<file path="config.mk">
export PLATFORM = sky130hd
export DESIGN_NAME = pipeif
export DESIGN_NICKNAME = d
export VERILOG_FILES = /design/src/rtl/pipe_pkg.sv /design/src/rtl/pipepc.sv /design/src/rtl/pipeif.sv
export SDC_FILE = /design/constraint.sdc
export NUM_CORES = 1
export LEC_CHECK = 0
export ABC_AREA = 0
export BUFFER_PORTS_ARGS = -buffer_cell sky130_fd_sc_hd__buf_2
export CORE_UTILIZATION = 30
export DETAILED_ROUTE_END_ITERATION = 12
export PLACE_DENSITY = 0.54
export SKIP_LAST_GASP = 1
export SLEW_MARGIN = 5
export SYNTH_ARGS = -nofsm -noshare
export SYNTH_HDL_FRONTEND = slang
export SYNTH_SLANG_ARGS = --single-unit
</file>
<file path="constraint.sdc">
create_clock -name clock -period 4.22 [get_ports clock]
set_input_delay 0.422 -clock clock [delete_from_list [all_inputs] [get_ports clock]]
set_output_delay 0.422 -clock clock [all_outputs]
set_load 0.05 [all_outputs]
</file>
<file path="src/rtl/pipe_pkg.sv">
// pipe_pkg: shared definitions for the pipelined CPU front end.
//   - pcsource encodings used by the ID stage to select the next PC
//   - instruction-fetch state enumeration
//   - the bubble instruction word and a PC increment helper
package pipe_pkg;

  localparam logic [1:0] PCS_SEQ = 2'b00;  // pc + 4
  localparam logic [1:0] PCS_BR  = 2'b01;  // branch target
  localparam logic [1:0] PCS_JR  = 2'b10;  // register-jump target
  localparam logic [1:0] PCS_J   = 2'b11;  // jump target

  typedef enum logic [1:0] {
    IDLE,
    WAIT,
    HELD,
    DISCARD
  } fetch_state_t;

  localparam logic [31:0] NOP_INS = 32'h0000_0000;

  // Sequential PC, wrapping modulo 2^32.
  function automatic logic [31:0] pc_plus4(input logic [31:0] p);
    return p + 32'd4;
  endfunction

endpackage

</file>
<file path="src/rtl/pipepc.sv">
// pipepc: 32-bit program counter register.
//   clock   in   rising-edge clock
//   resetn  in   asynchronous active-low reset, loads RESET_PC
//   i_load  in   load enable
//   i_d     in   next PC value
//   o_q     out  current PC
module pipepc
  import pipe_pkg::*;
#(
  parameter logic [31:0] RESET_PC = 32'h0000_0000
) (
  input  logic        clock,
  input  logic        resetn,
  input  logic        i_load,
  input  logic [31:0] i_d,
  output logic [31:0] o_q
);

  logic [31:0] r_pc;

  always_ff @(posedge clock or negedge resetn) begin
    if (!resetn) begin
      r_pc <= RESET_PC;
    end else if (i_load) begin
      r_pc <= i_d;
    end
  end

  assign o_q = r_pc;

endmodule

</file>
<file path="src/rtl/pipeif.sv">
// pipeif: instruction-fetch stage feeding the IF/ID pipeline register.
// Owns the PC, applies ID-stage redirects, and runs a request/ready
// handshake with instruction memory of arbitrary latency.
//   clock, resetn          clock and asynchronous active-low reset
//   wpcir                  ID stall (IF/ID holds)
//   pcsource, bpc/rpc/jpc  next-PC select and redirect targets
//   imem_rdata/imem_ready  memory response
//   imem_req/imem_addr     memory request (address == pc)
//   pc, pc4, ins, jwait    fetch PC and IF/ID inputs (jwait = flush)
module pipeif
  import pipe_pkg::*;
#(
  parameter logic [31:0] RESET_PC = 32'h0000_0000
) (
  input  logic        clock,
  input  logic        resetn,
  input  logic        wpcir,
  input  logic [1:0]  pcsource,
  input  logic [31:0] bpc,
  input  logic [31:0] rpc,
  input  logic [31:0] jpc,
  input  logic [31:0] imem_rdata,
  input  logic        imem_ready,
  output logic        imem_req,
  output logic [31:0] imem_addr,
  output logic [31:0] pc,
  output logic [31:0] pc4,
  output logic [31:0] ins,
  output logic        jwait
);

  fetch_state_t r_state;
  logic [31:0]  r_ibuf;
  logic [31:0]  r_pend;

  logic [31:0]  w_pc;
  logic [31:0]  w_pc4;
  logic [31:0]  w_tgt;
  logic         w_redirect;
  logic         w_pc_load;
  logic [31:0]  w_pc_d;
  logic         w_req;
  logic [31:0]  w_ins;
  logic         w_jwait;

  pipepc #(.RESET_PC(RESET_PC)) u_pc (
    .clock  (clock),
    .resetn (resetn),
    .i_load (w_pc_load),
    .i_d    (w_pc_d),
    .o_q    (w_pc)
  );

  assign w_pc4 = pc_plus4(w_pc);

  // A stalled ID instruction has not resolved yet, so its pcsource is
  // not acted upon until the stall releases.
  assign w_redirect = (pcsource != PCS_SEQ) && !wpcir;

  always_comb begin
    w_tgt = jpc;
    case (pcsource)
      PCS_BR:  w_tgt = bpc;
      PCS_JR:  w_tgt = rpc;
      PCS_J:   w_tgt = jpc;
      default: w_tgt = jpc;
    endcase
  end

  // Outputs and PC update. jwait is never raised while wpcir=1 because
  // IF/ID would let the flush win and kill the stalled instruction.
  always_comb begin
    w_req     = 1'b0;
    w_ins     = NOP_INS;
    w_jwait   = !wpcir;
    w_pc_load = 1'b0;
    w_pc_d    = w_pc4;
    case (r_state)
      IDLE: begin
      end
      WAIT: begin
        w_req   = 1'b1;
        w_ins   = imem_ready ? imem_rdata : NOP_INS;
        w_jwait = !wpcir && (w_redirect || !imem_ready);
        if (imem_ready) begin
          if (w_redirect) begin
            w_pc_load = 1'b1;
            w_pc_d    = w_tgt;
          end else if (!wpcir) begin
            w_pc_load = 1'b1;
          end
        end
      end
      HELD: begin
        w_ins   = r_ibuf;
        w_jwait = w_redirect;
        if (w_redirect) begin
          w_pc_load = 1'b1;
          w_pc_d    = w_tgt;
        end else if (!wpcir) begin
          w_pc_load = 1'b1;
        end
      end
      DISCARD: begin
        // The old address must stay stable until memory completes; the
        // redirect target waits in r_pend and the returned word is dropped.
        w_req = 1'b1;
        if (imem_ready) begin
          w_pc_load = 1'b1;
          w_pc_d    = r_pend;
        end
      end
      default: begin
      end
    endcase
  end

  always_ff @(posedge clock or negedge resetn) begin
    if (!resetn) begin
      r_state <= IDLE;
      r_ibuf  <= NOP_INS;
      r_pend  <= 32'h0;
    end else begin
      case (r_state)
        IDLE: r_state <= WAIT;
        WAIT: begin
          if (imem_ready && wpcir) begin
            r_ibuf  <= imem_rdata;
            r_state <= HELD;
          end else if (!imem_ready && w_redirect) begin
            r_pend  <= w_tgt;
            r_state <= DISCARD;
          end
        end
        HELD: begin
          // Any redirect implies wpcir=0, so both exits return to WAIT.
          if (!wpcir) begin
            r_state <= WAIT;
          end
        end
        DISCARD: begin
          if (imem_ready) begin
            r_state <= WAIT;
          end
        end
        default: r_state <= IDLE;
      endcase
    end
  end

  assign imem_req  = w_req;
  assign imem_addr = w_pc;
  assign pc        = w_pc;
  assign pc4       = w_pc4;
  assign ins       = w_ins;
  assign jwait     = w_jwait;

endmodule

</file>
# Word level (Yosys, flattened, before mapping)
# Index checks and enable logic that the tools add are counted.
# W data, S select, Z words.
# classes
n_eq_ne,8
muxes,19
add_sub_neg,1
n_reduce_logical,13
bitwise,1
# ops
operator,n
$mux W32,4
$pmux W32 S2,2
$pmux W32 S3,1
$add A32 B3 Y32 const B,1
$mux W2,4
$pmux W2 S4,1
$eq A2 B2 Y1 const B,3
$reduce_and A3 Y1,2
$mux W1,5
$eq A2 B1 Y1 const B,2
$logic_and A1 B1 Y1,4
$ne A2 B2 Y1 const B,2
$ne A3 B3 Y1 const B,1
$pmux W1 S3,1
$logic_not A1 Y1,2
$logic_not A2 Y1,1
$pmux W1 S2,1
$reduce_and A2 Y1,1
$reduce_bool A2 Y1,1
$reduce_or A2 Y1,1
$logic_or A1 B1 Y1,1
$not A1 Y1,1
# totals
output_inout_bits,130
in_bits,134
ff_bits,98
word_cells,46

# Longest topological paths before layout
# logic_depth
depth_word,6
mapped_depth,10
ltp_nobuf,7

# By module
# From an unflattened synthesis, not the netlist that was laid out.
# hier_totals
cells_unflattened,646
area_unflattened_um2,6403.6
# by_module_without_submodules
mod,cells_each,instances,seq_area_each_um2,area_per_inst_um2
pipeif,578,1,1651.6,5058.6
pipepc,68,1,800.8,1345.0

# Least setup slack after synthesis
# OpenSTA, ideal clock, no wires.
# synth_timing
kind,register -> output
start,register u_pc.r_pc[2] (netlist: u_pc.o_q[2])
end,output pc4[24]
path_buffers,0
path_slack_ns,1.039
arrival_time_ns,2.759
required_ns,3.798
stages_incl_launch_ff,6
path_cell_list,dfrtp_1 > ha_1 > nand3_4 > nor4_4 > nand4_1 > xnor2_1
# synth_between
elab_chain_len,1
# synth_rtl
element,line_no,text
from (decl),pipepc.sv:19,logic [31:0] r_pc;
from (signal assigned),pipepc.sv:25,r_pc <= i_d;
$add A32 B3 Y32,pipe_pkg.sv:23,return p + 32'd4;
to (decl),pipeif.sv:27,"output logic [31:0] pc4,"
# Every way passes these cells.

# Worst setup path after layout
# layout_timing
start,register u_pc.r_pc[4] (netlist: u_pc.o_q[4])
end,output pc4[27]
# The elaborated chain is that of the path after synthesis.

==> flow_summary.json <==
{
  "rsz0062_at_grt": "no",
  "core_um2": 20400,
  "critical_path_class": "reg2out",
  "multiInputGateArea_um2": 3300,
  "yosysUniqueCellTypes": 58,
  "fillCellCount": 2113,
  "seq_area_um2": 2450,
  "syn-num-nets": 811,
  "reg2reg_to": "u_pc.o_q[26]",
  "max_freq_mhz": 311,
  "powerDensity_nw_per_um2": 834,
  "final_cells": 1149,
  "ys.flop_type": "dfrtp_1",
  "cp_cell_sequence": "nand4_1 -> nor2_1 -> nand3_1 -> nor2_1 -> xor2_1 -> buf_2",
  "grt_pass1_vias": 5602,
  "syn_avg_cell_area_um2": 9.41,
  "power_leakage_nw": 3.84,
  "worst_pin_slew_ns": 0.975,
  "num_rows": 52,
  "placedCellCount": 1133,
  "antenna_found_initial": 0,
  "cts_tree": "built",
  "p_clk_share_pct": 13.1,
  "routed_wl_mm": 20.7,
  "p_int_w": 0.00292,
  "clk_pin_slew_ns": 0.07,
  "grt_pass1_wl_mm": 31.4,
  "timing.max_cap.violations": 0,
  "worstPathRequired_ns": 3.80,
  "end_kind": "output pin",
  "p_switching_w": 0.00366,
  "clockRootBuffer": "clkbuf_16",
  "cts_buffers": 9,
  "pin_count": 264,
  "gp_congestion": 0.811,
  "slew_violations": 0,
  "cts_max_path_buffers": 2,
  "overflow": 0,
  "via_count": 5857,
  "worstSkewPairLatency_ns": 0.36,
  "numPortBuffers": 263,
  "layout_min_cycle_time_ns": 3.22,
  "finalCritPeriodShare_pct": 76.3,
  "htree_levels": 3,
  "cp-start-kind": "flop",
  "crit_path_end": "pc4[27]",
  "combPwrFrac_pct": 59.7,
  "switching_share_pct": 55.6,
  "cts_sinks": 98,
  "status": "finished, final reports clean",
  "setup_viol": 0,
  "die_y_um": 147,
  "floorplan.initialDensity_pct": 30.8,
  "drc": 0,
  "synth_edf_count": 0,
  "grtUsageMet3_pct": 4.60,
  "drt-initial-drc-count": 407,
  "viasPerCell": 5.10,
  "ys_top_cells_by_area": "dfrtp_1 (39%), mux2_2 (7.9%), a22o_1 (7.1%)",
  "met1_usage_pct": 25.0,
  "grt_max_degree": 71,
  "yosys.area.top_type_share_pct": 38.9,
  "hp-class": "in2async",
  "cp_max_fo": 12,
  "synth_area_um2": 6300,
  "die_w_um": 147,
  "r2r-start": "u_pc.o_q[2]",
  "arrival_ns": 2.80,
  "cp_slowest_stage_delay_ns": 0.72,
  "use_met2_pct": 30.8,
  "synth_top_area_cell": "dfrtp_1",
  "hold_viol_final": 0,
  "r2r_cells": 6,
  "postSynthCellCount": 669,
  "area_growth_pct": 25.2,
  "cts_resized": 0,
  "startpoint": "u_pc.o_q[4]",
  "yosysWarnings": 0,
  "ir_drop_uv": 384,
  "slowest_stage": "nor2_1",
  "synthArstFlopShare_pct": 100,
  "dieArea_um2": 21600,
  "drive_gt1_share_pct": 40.3,
  "fin_nets": 1016,
  "antenna_left": 0,
  "seqPwrFrac_pct": 27.2,
  "ctsHoldBuffers": 0,
  "ys_ff_latch": 98,
  "grtUsageTotal_pct": 18.9,
  "wl_per_cell_um": 18.0,
  "post_cts_buffers": 0,
  "diodes": 0,
  "drt_pre_antenna_iters": 5,
  "setup_tns_ns": 0,
  "critPathMostFrequentCell": "nor2_1",
  "seq_area_frac_synth_pct": 38.9,
  "clock_skew_ns": 0.0107,
  "dpl.hpwl_mm": 15.1,
  "r2r_slack_ns": 1.56,
  "slew_headroom_pct": 35.0,
  "busiest_layer": "met2"
}
==> worst min-delay path by stage <==
stage / start / to / slack (ns)
after floorplan: resetn / r_ibuf[0] / 0.13
after global placement: r_pend[9] / r_pend[9] / 0.46
after detailed placement: r_pend[9] / r_pend[9] / 0.47
after CTS: resetn / u_pc.o_q[27] / 0.26
after global routing: resetn / r_ibuf[22] / 0.29
final: resetn / r_ibuf[21] / 0.20
==> Yosys cell counts, types with 17 or more instances <==
cell and instances:
a21oi_1 26, a22o_1 51, a22oi_1 21, buf_4 34, clkbuf_1 37, dfrtp_1 98, mux2_2 44, mux2i_1 17
nand2_1 59, nand3_1 21, nor2_1 42, o21ai_0 61, xnor2_1 18
==> kinds of logic (layout without fill, tap and decap cells) <==
kind of cell	count (synthesis)	in the layout	synth area share, %
AOI/OAI and AO/OA	207	207	22.9
DFF	98	98	38.9
xor gates and xnor gates	28	28	3.89
and+or+nand+nor	167	167	13.2
muxes	61	61	10.6
adders and majority gates	8	8	1.59
buffers and inverters	100	310	8.84
==> power by group through the flow <==
stage          clock network, W  registers, W  logic [W]
5_1_grt                0.000918       0.00187    0.00415
6_report               0.000862       0.00179    0.00392
4_1_cts                0.000887       0.00179    0.00395
3_3_place_gp                  0       0.00179    0.00396
2_1_floorplan                 0       0.00213    0.00282
3_5_place_dp                  0       0.00181    0.00395
==> worst max-delay path: cells and delay by family, from the launching register on <==
family,cells,cell delay (ns)
and+or+nand+nor,4,1.48
DFF,1,0.51
buffers and inverters,1,0.29
xor gates and xnor gates,1,0.15
==> placed cells by master (no fill, tap or decap), types with 4 or more instances in the layout <==
master,count
a21oi_1,25
a222oi_1,5
a22o_1,51
a22oi_1,21
a2bb2oi_1,7
and2_1,4
and3_1,5
buf_2,262
buf_4,16
clkbuf_16,9
dfrtp_1,98
ha_1,7
inv_1,16
mux2_2,44
mux2i_1,17
nand2_1,59
nand3_1,21
nand4_1,12
nor2_1,42
o21ai_0,59
o22ai_1,7
o31a_1,6
or4_1,4
xnor2_1,18
xor2_1,10
==> flip-flops by register name (all words and copies together) (netlist names) <==
signal	cells
r_ibuf	32
r_pend	32
r_state	2
u_pc.o_q	32
==> metrics by stage <==
stage          hold slack [ns]  cell area [um^2]  utilization, %  power [W]  worst slack [ns]
4_1_cts                  0.260              7890            38.6    0.00663              1.00
5_1_grt                  0.288              7890            38.6    0.00694             0.730
2_1_floorplan            0.126              6300               -    0.00495              1.04
3_3_place_gp             0.461              7580            37.1    0.00575              1.48
6_report                 0.197              7890            38.6    0.00658              1.00
3_5_place_dp             0.470              7580            37.1    0.00576              1.39
==> final cells by class <==
type	instances	area share, %
multi-input combinational	471	41.9
clock buffer	9	2.86
sequential	98	31.1
inverter	16	0.762
tap	270	4.28
timing repair buffer	278	18.2
clock inverter	7	0.968
==> per-layer routing <==
metal	wire length (um)	vias to the layer above
met1	9280	2765
met2	9780	240
met5	0	-
met4	229	0
li1	-	2839
met3	1410	13
No activity file was read; power rests on OpenSTA's default activity.
